===== src/rtl/reduce_pkg.sv =====
// reduce_pkg: shared definitions for the streaming reduction unit.
//   - base-op encoding carried in mode[1:0], inversion flag in mode[INV_BIT]
//   - FSM state encoding used by reduce_gate_acc
//   - combine(): folds one beat term into the running accumulator
package reduce_pkg;

    localparam logic [1:0] MODE_AND = 2'b00;
    localparam logic [1:0] MODE_OR  = 2'b01;
    localparam logic [1:0] MODE_XOR = 2'b10;
    localparam logic [1:0] MODE_RSV = 2'b11;
    localparam int         INV_BIT  = 2;

    typedef enum logic [1:0] {
        IDLE  = 2'd0,
        ACCUM = 2'd1,
        HOLD  = 2'd2
    } state_e;

    // The reserved op code folds like AND.
    function automatic logic combine(input logic a, input logic b, input logic [1:0] op);
        logic r;
        case (op)
            MODE_OR:  r = a | b;
            MODE_XOR: r = a ^ b;
            default:  r = a & b;
        endcase
        return r;
    endfunction

endpackage


===== src/rtl/reduce_beat.sv =====
// reduce_beat: combinational reduction of one WIDTH-bit beat to a single bit.
// Ports:
//   data   - beat data
//   op     - base op (AND / OR / XOR; reserved code behaves as AND)
//   beat_r - reduced bit
module reduce_beat
    import reduce_pkg::*;
#(
    parameter int WIDTH = 5
) (
    input  logic [WIDTH-1:0] data,
    input  logic [1:0]       op,
    output logic             beat_r
);

    always_comb begin
        beat_r = &data;
        case (op)
            MODE_OR:  beat_r = |data;
            MODE_XOR: beat_r = ^data;
            default:  beat_r = &data;
        endcase
    end

endmodule


===== src/rtl/reduce_gate_acc.sv =====
// reduce_gate_acc: streams a packet of WIDTH-bit beats and reduces it to one
// bit with AND/OR/XOR, optionally inverted (NAND/NOR/XNOR).
// Ports:
//   clk, rst              - clock, synchronous active-high reset
//   mode                  - op select, captured on the first beat of a packet
//   in_valid/in_ready     - beat handshake; in_data, in_last travel with it
//   out_valid/out_ready   - result handshake; out_bit, out_beats travel with it
//   busy                  - high while a packet is being accumulated or held
//   mode_err              - only with REDUCE_GATE_MODE_CHK_EN: packet started
//                           with the reserved op code
// Handshake: a transfer happens on a rising edge where valid && ready. in_ready
// depends only on state and rst (never on out_ready), so a result and a new
// first beat can never transfer in the same cycle. Results are registered and
// stay stable while out_valid is high and out_ready is low.
// Configuration macro: REDUCE_GATE_MODE_CHK_EN (adds mode_err).
module reduce_gate_acc
    import reduce_pkg::*;
#(
    parameter int WIDTH = 5,
    parameter int CNT_W = 8
) (
    input  logic             clk,
    input  logic             rst,
    input  logic [2:0]       mode,
    input  logic             in_valid,
    output logic             in_ready,
    input  logic [WIDTH-1:0] in_data,
    input  logic             in_last,
    output logic             out_valid,
    input  logic             out_ready,
    output logic             out_bit,
    output logic [CNT_W-1:0] out_beats,
    output logic             busy
`ifdef REDUCE_GATE_MODE_CHK_EN
    ,
    output logic             mode_err
`endif
);

    state_e           state_q, state_d;
    logic             acc_q, acc_d;
    logic [CNT_W-1:0] count_q, count_d;
    logic [2:0]       mode_q, mode_d;
    logic             out_bit_q, out_bit_d;
    logic [CNT_W-1:0] out_beats_q, out_beats_d;
    logic             beat_r;
    logic [1:0]       op_sel;
    logic             accept;

    // The first beat uses the live mode input; later beats use the captured one.
    assign op_sel = (state_q == IDLE) ? mode[1:0] : mode_q[1:0];

    reduce_beat #(.WIDTH(WIDTH)) u_beat (
        .data   (in_data),
        .op     (op_sel),
        .beat_r (beat_r)
    );

    assign in_ready  = !rst && (state_q != HOLD);
    assign accept    = in_valid && in_ready;
    assign out_valid = (state_q == HOLD);
    assign busy      = (state_q != IDLE);
    assign out_bit   = out_bit_q;
    assign out_beats = out_beats_q;

`ifdef REDUCE_GATE_MODE_CHK_EN
    logic err_q, err_d;
    assign mode_err = err_q;
`endif

    always_comb begin
        state_d     = state_q;
        acc_d       = acc_q;
        count_d     = count_q;
        mode_d      = mode_q;
        out_bit_d   = out_bit_q;
        out_beats_d = out_beats_q;
`ifdef REDUCE_GATE_MODE_CHK_EN
        err_d       = err_q;
`endif
        case (state_q)
            IDLE: begin
                if (accept) begin
                    mode_d  = mode;
                    acc_d   = beat_r;
                    count_d = CNT_W'(1);
`ifdef REDUCE_GATE_MODE_CHK_EN
                    err_d   = (mode[1:0] == MODE_RSV);
`endif
                    if (in_last) begin
                        state_d     = HOLD;
                        out_bit_d   = beat_r ^ mode[INV_BIT];
                        out_beats_d = CNT_W'(1);
                    end else begin
                        state_d = ACCUM;
                    end
                end
            end
            ACCUM: begin
                if (accept) begin
                    acc_d   = combine(acc_q, beat_r, mode_q[1:0]);
                    count_d = (count_q == {CNT_W{1'b1}}) ? count_q : count_q + CNT_W'(1);
                    if (in_last) begin
                        state_d     = HOLD;
                        out_bit_d   = acc_d ^ mode_q[INV_BIT];
                        out_beats_d = count_d;
                    end
                end
            end
            HOLD: begin
                if (out_ready) begin
                    state_d = IDLE;
                end
            end
            default: state_d = IDLE;
        endcase
    end

    always_ff @(posedge clk) begin
        if (rst) begin
            state_q     <= IDLE;
            acc_q       <= 1'b0;
            count_q     <= '0;
            mode_q      <= '0;
            out_bit_q   <= 1'b0;
            out_beats_q <= '0;
        end else begin
            state_q     <= state_d;
            acc_q       <= acc_d;
            count_q     <= count_d;
            mode_q      <= mode_d;
            out_bit_q   <= out_bit_d;
            out_beats_q <= out_beats_d;
        end
    end

`ifdef REDUCE_GATE_MODE_CHK_EN
    always_ff @(posedge clk) begin
        if (rst) begin
            err_q <= 1'b0;
        end else begin
            err_q <= err_d;
        end
    end
`endif

endmodule


===== config.mk =====
export PLATFORM = sky130hd
export DESIGN_NAME = reduce_gate_acc
export DESIGN_NICKNAME = d
export VERILOG_FILES = /design/src/rtl/reduce_pkg.sv /design/src/rtl/reduce_beat.sv /design/src/rtl/reduce_gate_acc.sv
export SDC_FILE = /design/constraint.sdc
export NUM_CORES = 1
export LEC_CHECK = 0
export ABC_AREA = 1
export ABC_CLOCK_PERIOD_IN_PS = 3220
export BUFFER_PORTS_ARGS = -buffer_cell sky130_fd_sc_hd__buf_2
export CAP_MARGIN = 20
export CORE_MARGIN = 2
export CORE_UTILIZATION = 45
export CTS_CLUSTER_SIZE = 10
export DETAILED_ROUTE_END_ITERATION = 8
export GPL_TIMING_DRIVEN = 0
export PLACE_DENSITY = 0.75
export REMOVE_ABC_BUFFERS = 1
export SLEW_MARGIN = 20
export SYNTH_ARGS = -nofsm -noshare
export SYNTH_HDL_FRONTEND = slang
export SYNTH_SLANG_ARGS = --single-unit
export TNS_END_PERCENT = 1

===== constraint.sdc =====
create_clock -name clk -period 3.22 [get_ports clk]
set_input_delay 0.161 -clock clk [delete_from_list [all_inputs] [get_ports clk]]
set_output_delay 0.161 -clock clk [all_outputs]
set_load 0.02 [all_outputs]

==> results.toml, run 1 <==
[floorplan]
rows = 19
die_w_um = 58.4
fp.dieH_um = 58.4
dieArea_mm2 = 0.00341
initial_core_util_pct = 47.9
core_area_mm2 = 0.00278
ioPinCount = 25

[timing]
drv_slew = 0
skew_ps = 6.54
fin_crit_sh_pct = 81.6
relSlewSlack_pct = 68.4
fmax_mhz = 381
setup_violations = 0
hold_violations = 0
timing.hold.ws_ps = 114
tightest_slew_ps = 474
fin_crit_ps = 2630
rsz0062_at_grt = "no"
fin_setup_tns_ps = 0

[place]
hpwl_mm = 1.89
portBuffers = 24
gp_congestion = 0.823

[critical_path]
ff2ff_path_depth = 15
r2r-start = "state_q[0]$_SDFFE_PP0P_"
r2r_slack_ps = 590
crit_chain = "nor2_1 > inv_1 > a21oi_1 > inv_1 > ha_1 > a21oi_1 > nand2_1 > nand2_1 > inv_1 > ha_1 > or2_2 > nand2_1 > xor2_1 > a21oi_1 > a21oi_1"
end_kind = "flop"
cpMaxStageDelayCell = "dfxtp_1"
required_ps = 3470
crit_type = "reg2reg"
path_max_fanout = 5
slowest_delay_ps = 380
crit_family = "simple AND/OR/NAND/NOR gates"
path_buf_inv = 3
timing.rr.end = "out_bit$_SDFFE_PP0P_"
critPathMostFrequentCell = "a21oi_1"
critPathLaunchType = "flop"
arrival_ps = 2880

[routing]
ant_nets = 0
dr_wl_met3_um = 76
wl_met1_mm = 1.37
drc = 0
wirelength_mm = 2.52
vias = 1202
first_pass_iters = 4
wl_met2_mm = 1.04
highest_layer = "met4"
wl_per_cell_um = 10.4
drt_iter0_drc = 38
vias_per_cell = 4.95

[cts]
clkTransAtPathRegs_ps = 130
cts_resized = 0
clk_path_buf_depth = 2
insertion_delay_ps = 320
numCtsBuffers = 3
ctsHoldBuffers = 0
cts_tree = "built"
root_buffer = "clkbuf_4"
cts_sinks = 23
cts_max_level = 1
post_cts_buffers = 0

[logic_synthesis]
yosysTopAreaCell = "dfxtp_1"
synth_top_cell_area_share_pct = 34.6
synth_cell_types = 26
muxShareOfSynthArea_pct = 0
synth_top_family_by_area = "simple AND/OR/NAND/NOR gates"
netlist_instances = 187
synthTopCellsByArea = "dfxtp_1 (35%), ha_1 (10%), a21oi_1 (9.4%), inv_1 (7.9%), nand2_1 (6.8%)"
synth-compound-area-share_pct = 20.7
netlist_area_mm2 = 0.00133
synthXorXnorAreaFrac_pct = 1.97
syn_avg_cell_area_um2 = 7.12
synthSimpleGateAreaFrac_pct = 21.7
yosysSeqAreaShare_pct = 34.6
yosys_warnings = 0
synthAdderAreaFrac_pct = 10.3
ys_ff_latch = 23

[hold_path]
min_from = "rst"
min_path_type = "in2reg"
hold_path_depth = 2
holdPathEnd = "acc_q$_SDFFE_PP0P_"

[final_layout]
final_layout_size_suffix_gt1_share_pct = 17.9
antenna_cells = 0
final_cell_mix = "inv_1 (28), a21oi_1 (25), nand2_1 (24), buf_2 (24), dfxtp_1 (23)"
area_delta_synth_final_pct = 12.5
finish.utilization_pct = 53.8
nets = 237
layout_commonest_cell = "inv_1"

[global_routing]
grt_pass1_wl_mm = 4.46
antenna_found_initial = 0
grt.total_usage_pct = 16.7
overflow = 0
grt_pass1_vias = 1060
grt_max_degree = 19

[power_and_ir_drop]
irDropWorstVdd_v = 0.000255
power.leakage_nw = 0.726
powerDensity_mw_per_mm2 = 394
power.total_uw = 590

[job]
cap_violations = 0

[outcome]
status = "completed"
-- sequential cells by signal (all words and copies together), names as in the netlist --
name	count
acc_q	1
out_bit	1
mode_q	3
count_q	8
state_q	2
out_beats	8
-- area by class of cell --
cell class              instances  area, µm²
clock inverters                 1       5.00
well taps                      31       38.8
inverters                      32        123
clock buffers                   3       22.5
fillers                       285       1280
multi-input cells             129        728
flip-flops and latches         23        460
repair buffers                 24        120
-- cells in the mapped netlist (all sizes together) --
master and n:
o211ai 1, nor4 1, nand2 25, or2 1, a211oi 2, nor2 20, o21ai 23, a21oi 25
ha 11, o22ai 1, nor3 4, clkbuf 1, dfxtp 23, inv 32, a31oi 1, buf 2
nand3 11, xor2 3
-- report_power, final --
group	total, mW	internal [mW]	switching [mW]
clock network	0.138	0.0465	0.0916
logic	0.139	0.0509	0.0880
registers	0.313	0.301	0.0118
-- how the worst max path moves through the flow --
stage,from,to,slack [ps],depth (start not counted)
detailed placement,state_q[0]$_SDFFE_PP0P_,out_bit$_SDFFE_PP0P_,640,15
finish,state_q[0]$_SDFFE_PP0P_,out_bit$_SDFFE_PP0P_,590,15
CTS,state_q[0]$_SDFFE_PP0P_,out_bit$_SDFFE_PP0P_,580,15
floorplan,state_q[0]$_SDFFE_PP0P_,out_bit$_SDFFE_PP0P_,790,16
global placement,state_q[0]$_SDFFE_PP0P_,out_bit$_SDFFE_PP0P_,640,15
global route,state_q[0]$_SDFFE_PP0P_,out_bit$_SDFFE_PP0P_,400,15
-- layer usage --
layer | vias to the layer above | track usage [%]
met5 | - | 0
met1 | 515 | 23.3
met4 | 0 | 7.31
met2 | 19 | 25.2
li1 | 664 | -
met3 | 4 | 2.86
-- cells by family after synthesis --
group | count (synthesis)
xor gates and xnor gates | 3
buffers and inverters | 35
DFF | 23
and+or+nand+nor | 62
AOI/OAI and AO/OA | 53
adders and majority gates | 11
-- per-stage QoR --
| stage | area (µm²) | cells | worst slack, ps |
|---|---|---|---|
| after global routing | 1500 | 243 | 396 |
| after floorplan | 1310 | 184 | 792 |
| final | 1500 | 243 | 593 |
| after CTS | 1500 | 243 | 579 |
| after global placement | 1470 | 239 | 640 |
| after detailed placement | 1470 | 239 | 635 |
(Power assumes the default switching activity.)
==> run 2, diff against run 1 <==
ABC_AREA = 0   (was 1)
ABC_CLOCK_PERIOD_IN_PS = 2300   (was 3220)
PLACE_DENSITY = 0.77   (was 0.75)
clock period = 2.3 ns   (was 3.22 ns; I/O delays follow)
==> run 2 against run 1 <==
Against the previous run: the flow now finishes with violations (negative setup slack); via count increased by 8.5%; clock-buffer cell count unchanged; clock skew increased by 1.1 ps; worst hold slack got worse by 70 ps; global-route usage increased by 2.6 points; wire length increased by 20%; fmax increased by 8.1%; core utilization increased by 1.4 points; first-iteration DRC count increased by 34%; sequential share of layout area decreased by 2.3 points; combinational power increased by 45%; worst setup slack got worse by 720 ps; largest cell class unchanged; highest routed layer unchanged.
==> results.toml, run 2 <==
[routing]
vias = 1304
drt_iter0_drc = 51
first_pass_iters = 4
drc = 0
ant_nets = 0
wirelength_mm = 3.04
wl_per_cell_um = 13.2
vias_per_cell = 5.67

[power_and_ir_drop]
power.leakage_nw = 0.719
p_clk_share_pct = 23.6
power_frac_comb_pct = 24.7
irDropWorstVdd_v = 0.000287
p_int_uw = 565
powerDensity_mw_per_mm2 = 494
seqPwrFrac_pct = 51.7
p_sw_share_pct = 30.6
p_sw_uw = 248

[global_routing]
overflow = 0
use_met1_pct = 24.8
grt_pass1_vias = 1155
grt_max_degree = 24
grt.total_usage_pct = 19.3
met2_usage_pct = 31.6
grt_util_met3_pct = 3.93
busiest_layer = "met2"
grt_pass1_wl_mm = 5.13
antenna_found_initial = 0

[timing]
relSlewSlack_pct = 55.7
skew_ps = 7.59
timing.hold.ws_ps = 43.8
fin_crit_sh_pct = 106
rsz0062_at_grt = "yes"
fmax_mhz = 412
hold_violations = 0
fin_crit_ps = 2430
setup_violations = 2
fin_setup_tns_ps = -253
drv_slew = 0
tightest_slew_ps = 660
fin_ws_ps = -130

[logic_synthesis]
syn_avg_cell_area_um2 = 7.97
yosys_warnings = 0
netlist_instances = 172
ys_top_cells_by_count = "dfxtp_1 (23), a21oi_1 (19), o21ai_0 (15)"
synthMostInstantiatedCell = "dfxtp_1"
ys.flop_type = "dfxtp_1"
ys_ff_latch = 23
yosysTopAreaCell = "dfxtp_1"
async_reset_ff_share_pct = 0
synth_edf_count = 0
netlist_area_mm2 = 0.00137
yosysSeqAreaShare_pct = 33.6
synthTopCellsByArea = "dfxtp_1 (34%), ha_1 (10%), a21oi_1 (6.9%), o21ai_0 (5.5%), inv_1 (3.8%)"
synth_cell_types = 40
synth_top_cell_area_share_pct = 33.6

[hold_path]
min_path_type = "in2reg"

[place]
place_ws_ps = -612
hpwl_mm = 2.11
numPlacedInstances = 220
portBuffers = 24
gp_congestion = 0.744

[job]
cap_violations = 0

[outcome]
status = "finished, violations left"
violations = "negative setup slack"

[critical_path]
path_max_fanout = 4
crit_type = "reg2reg"
required_ps = 2510
end_kind = "flop"
arrival_ps = 2640
critPathLaunchType = "flop"

[cts]
root_buffer = "clkbuf_4"
cts_tree = "built"
clkTransAtPathRegs_ps = 120
clk_path_buf_depth = 2
numCtsBuffers = 3
cts_max_level = 1
cts_sinks = 23
insertion_delay_ps = 320

[final_layout]
layout_commonest_cell = "buf_2"
area_delta_synth_final_pct = 20.1
antenna_cells = 0
fin_cells = 230
final_layout_size_suffix_gt1_share_pct = 25.4
nets = 222
finish.utilization_pct = 55.3
final_cell_mix = "buf_2 (24), dfxtp_1 (21), a21oi_1 (18)"
fillers = 280

[floorplan]
dieArea_mm2 = 0.00350
initial_core_util_pct = 46.0
die_w_um = 59.2
rows = 20
ioPinCount = 25
core_area_mm2 = 0.00298
fp.dieH_um = 59.2
[run 2: cell types whose count changed in the layout (fill, tap and decap cells not counted), sizes merged, moves of 4 or more]
cell / previous run / this run
a21oi: 25 / 19
nand2: 25 / 14
inv: 32 / 14
nor2: 20 / 13
nand3: 11 / 7
buf: 24 / 29
nor2b: 0 / 4
o21ai: 23 / 15
nand4: 0 / 4
[run 2: layer usage]
metal / vias up / part of all wire, %
li1: 665 / -
met1: 600 / 46
met2: 32 / 48
met3: 7 / 3.5
met4: 0 / 2.1
met5: - / 0
[run 2: logic make-up after synthesis]
family	share of synthesized area, %
compound gates	23.8
xor+xnor	2.56
fa+ha+maj	10.0
buf+inv	6.39
flops	33.6
mux	1.46
simple gates	22.1
[run 2: path summary, 6_finish.rpt]
kind                              from                        end  slack (ps)  cells after the start
max reg2reg    state_q[0]$_SDFFE_PP0P_       out_bit$_SDFFE_PP0P_        -130                     13
min                            mode[1]     mode_q[1]$_SDFFE_PP0P_          40                      3
max            state_q[0]$_SDFFE_PP0P_       out_bit$_SDFFE_PP0P_        -130                     13
min reg2reg  out_beats[2]$_SDFFE_PP0P_  out_beats[2]$_SDFFE_PP0P_         460                      2
[run 2: repair_timing]
| action | in CTS | in global routing |
|---|---|---|
| setup buffers | 5 | 0 |
| hold buffers | 1 | 0 |
| gates resized for setup | 17 | 3 |
| endpoints found under the hold margin | 1 | 0 |
| pin swaps | 6 | 4 |
| endpoints found under the setup margin | 2 | 2 |
[run 2: through the flow]
step                power (mW)  instance area [µm²]
finish                   0.813                 1650
detailed placement       0.583                 1500
CTS                      0.815                 1630
global placement         0.577                 1500
global route             0.860                 1650
floorplan                0.531                 1340
[run 2: critical path: stages, from the launching register on]
cell and delay (ps):
dfxtp_4 370, nor2_4 150, mux2i_2 260, inv_1 70, ha_2 170, nor2b_1 120
o21ai_1 90, o311a_4 250, ha_4 210, a21oi_4 150, a2111oi_2 90, a41o_1 220
o21ai_1 120, nand3_1 80
[run 2: power by group through the flow]
| stage | clock network (mW) | logic (mW) | registers, mW |
|---|---|---|---|
| 2_1_floorplan | 0 | 0.0984 | 0.432 |
| 3_3_place_gp | 0 | 0.147 | 0.430 |
| 3_5_place_dp | 0 | 0.152 | 0.431 |
| 4_1_cts | 0.200 | 0.196 | 0.419 |
| 5_1_grt | 0.216 | 0.222 | 0.422 |
| 6_report | 0.192 | 0.201 | 0.420 |
[run 2: layout make-up]
type	instances	area, µm²	area share [%]
Clock inverter	1	5.00	0.304
Timing Repair Buffer	30	168	10.2
Inverter	14	52.6	3.19
Sequential cell	23	468	28.4
Clock buffer	3	22.5	1.37
Multi-Input combinational cell	126	888	54.0
Tap cell	33	41.3	2.51
==> run 3, diff against run 2 <==
REMOVE_ABC_BUFFERS = not set   (was 1)
==> run 3 against run 2 <==
Against the previous run: the run still ends with negative setup slack left; wire length grew 3.3%; non-clock buffer count grew 6; core utilization grew 0.76 points; sequential power is essentially flat; flip-flop and latch count is the same; critical path depth shrank 3; sequential share of layout area shrank 0.38 points; via count grew 3.8%; clock-buffer cell count grew 1; clock skew shrank 6.0 ps; critical path type unchanged; largest power group unchanged.
==> results.toml, run 3 (synthesized netlist as in run 2, its figures left out) <==
[final_layout]
regArea_um2 = 468
layout_commonest_cell = "buf_2"
fillers = 284
area_delta_synth_final_pct = 21.7
antenna_cells = 0
nets = 228
final_layout_size_suffix_gt1_share_pct = 23.2
final_cell_mix = "buf_2 (24), dfxtp_1 (21), a21oi_1 (18)"
multi_input_area_um2 = 893

[power_and_ir_drop]
irDropWorstVdd_v = 0.000209
powerDensity_mw_per_mm2 = 487
power.leakage_nw = 0.729

[critical_path]
timing.rr.end = "out_bit$_SDFFE_PP0P_"
cpMaxStageDelayCell = "dfxtp_4"
arrival_ps = 2750
path_max_fanout = 5
crit_type = "reg2reg"
ff2ff_path_depth = 10
r2r-start = "state_q[1]$_SDFFE_PP0P_"
r2r_slack_ps = -190
required_ps = 2570
slowest_delay_ps = 370
critPathLaunchType = "flop"
crit_chain = "nor2_4 > mux2i_2 > ha_1 > o311a_4 > ha_4 > a21oi_4 > a2111oi_2 > a41o_1 > o21ai_1 > nand3_1"
end_kind = "flop"

[timing]
relSlewSlack_pct = 53.6
skew_ps = 1.57
tightest_slew_ps = 691
fmax_mhz = 402
fin_ws_ps = -187
hold_violations = 0
fin_crit_sh_pct = 108
fin_crit_ps = 2490
setup_violations = 2
fin_setup_tns_ps = -339
drv_slew = 0
rsz0062_at_grt = "yes"

[global_routing]
grt_max_degree = 13
antenna_found_initial = 0
overflow = 0
grt_pass1_wl_mm = 5.29
grt.total_usage_pct = 19.9
grt_pass1_vias = 1228

[cts]
insertion_delay_ps = 310
cts_sinks = 23
cts_tree = "built"
clkTransAtPathRegs_ps = 120
clk_path_buf_depth = 2
cts_max_level = 1
numCtsBuffers = 3
root_buffer = "clkbuf_4"

[hold_path]
min_path_type = "in2reg"
holdPathEnd = "mode_q[1]$_SDFFE_PP0P_"
hold_path_depth = 3
min_from = "mode[1]"

[routing]
drc = 0
first_pass_iters = 4
wirelength_mm = 3.13
vias = 1353
wl_per_cell_um = 13.3
ant_nets = 0
drt_iter0_drc = 34
vias_per_cell = 5.73

[floorplan]
core_area_mm2 = 0.00298
dieArea_mm2 = 0.00350
rows = 20
initial_core_util_pct = 46.0
fp.dieH_um = 59.2
die_w_um = 59.2
ioPinCount = 25

[job]
cap_violations = 0

[place]
place_ws_ps = -295
portBuffers = 23
hpwl_mm = 2.29
gp_congestion = 0.849

[outcome]
status = "finished, violations left"
violations = "negative setup slack"

[logic_synthesis]
syn_nets = 196
[run 3: changes by cell type in the layout (fill, tap and decap cells not counted), sizes merged]
cell,before,now
buf,29,28
clkbuf,3,11
clkinv,1,0
[run 3: power breakdown]
group | switching, mW | internal, mW | leakage, nW
Sequential | 0.0111 | 0.409 | 0.188
Clock | 0.122 | 0.0678 | 0.0150
Combinational | 0.113 | 0.0887 | 0.526
[run 3: timing repair]
action                                  in CTS  in global routing
pin swaps                                    7                  4
setup buffers                                4                  0
endpoints found under the setup margin       2                  2
hold buffers                                 1                  0
hold endpoints to repair                     1                  0
resized for setup                            9                  1
[run 3: final cells by class]
type	count	area share (%)
Tap cell	33	2.48
Clock buffer	4	1.58
Inverter	14	3.15
Sequential cell	23	28.1
Buffer	8	1.88
Multi-Input combinational cell	126	53.6
Timing Repair Buffer	28	9.30
[run 3: stage by stage]
| step | util, % | cells | total power, mW | hold WS, ps | cell area, µm² |
|---|---|---|---|---|---|
| 6_report | 56.0 | 236 | 0.812 | 39.1 | 1670 |
| 5_1_grt | 56.0 | 236 | 0.854 | 44.9 | 1670 |
| 4_1_cts | 55.7 | 236 | 0.816 | 30.1 | 1660 |
| 3_5_place_dp | 52.9 | 228 | 0.608 | 340 | 1580 |
| 3_3_place_gp | 52.9 | 228 | 0.604 | 338 | 1580 |
| 2_1_floorplan | - | 172 | 0.559 | 204 | 1420 |
[run 3: worst max-delay path by stage]
stage	slack [ps]	endpoint	cells past startpoint	start
floorplan	-70	out_bit$_SDFFE_PP0P_	14	state_q[1]$_SDFFE_PP0P_
global placement	-240	out_bit$_SDFFE_PP0P_	14	state_q[0]$_SDFFE_PP0P_
detailed placement	-290	out_bit$_SDFFE_PP0P_	15	state_q[1]$_SDFFE_PP0P_
CTS	-170	out_bit$_SDFFE_PP0P_	12	state_q[0]$_SDFFE_PP0P_
global route	-320	out_bit$_SDFFE_PP0P_	13	state_q[1]$_SDFFE_PP0P_
finish	-190	out_bit$_SDFFE_PP0P_	10	state_q[1]$_SDFFE_PP0P_
[run 3: routing by layer]
layer / track usage, % / vias up / wire length, µm
met5: 0 / - / 0
met4: 8.44 / 0 / 51
met3: 1.97 / 7 / 97
met2: 35.4 / 32 / 1540
met1: 24.4 / 635 / 1440
li1: - / 679 / -
[run 3: critical path, delay by kind of cell, from the launching register on]
family / cells / cell delay [ps]
muxes: 1 / 280
DFF: 1 / 370
and+or+nand+nor: 2 / 230
AOI/OAI and AO/OA: 5 / 970
adders and majority gates: 2 / 580
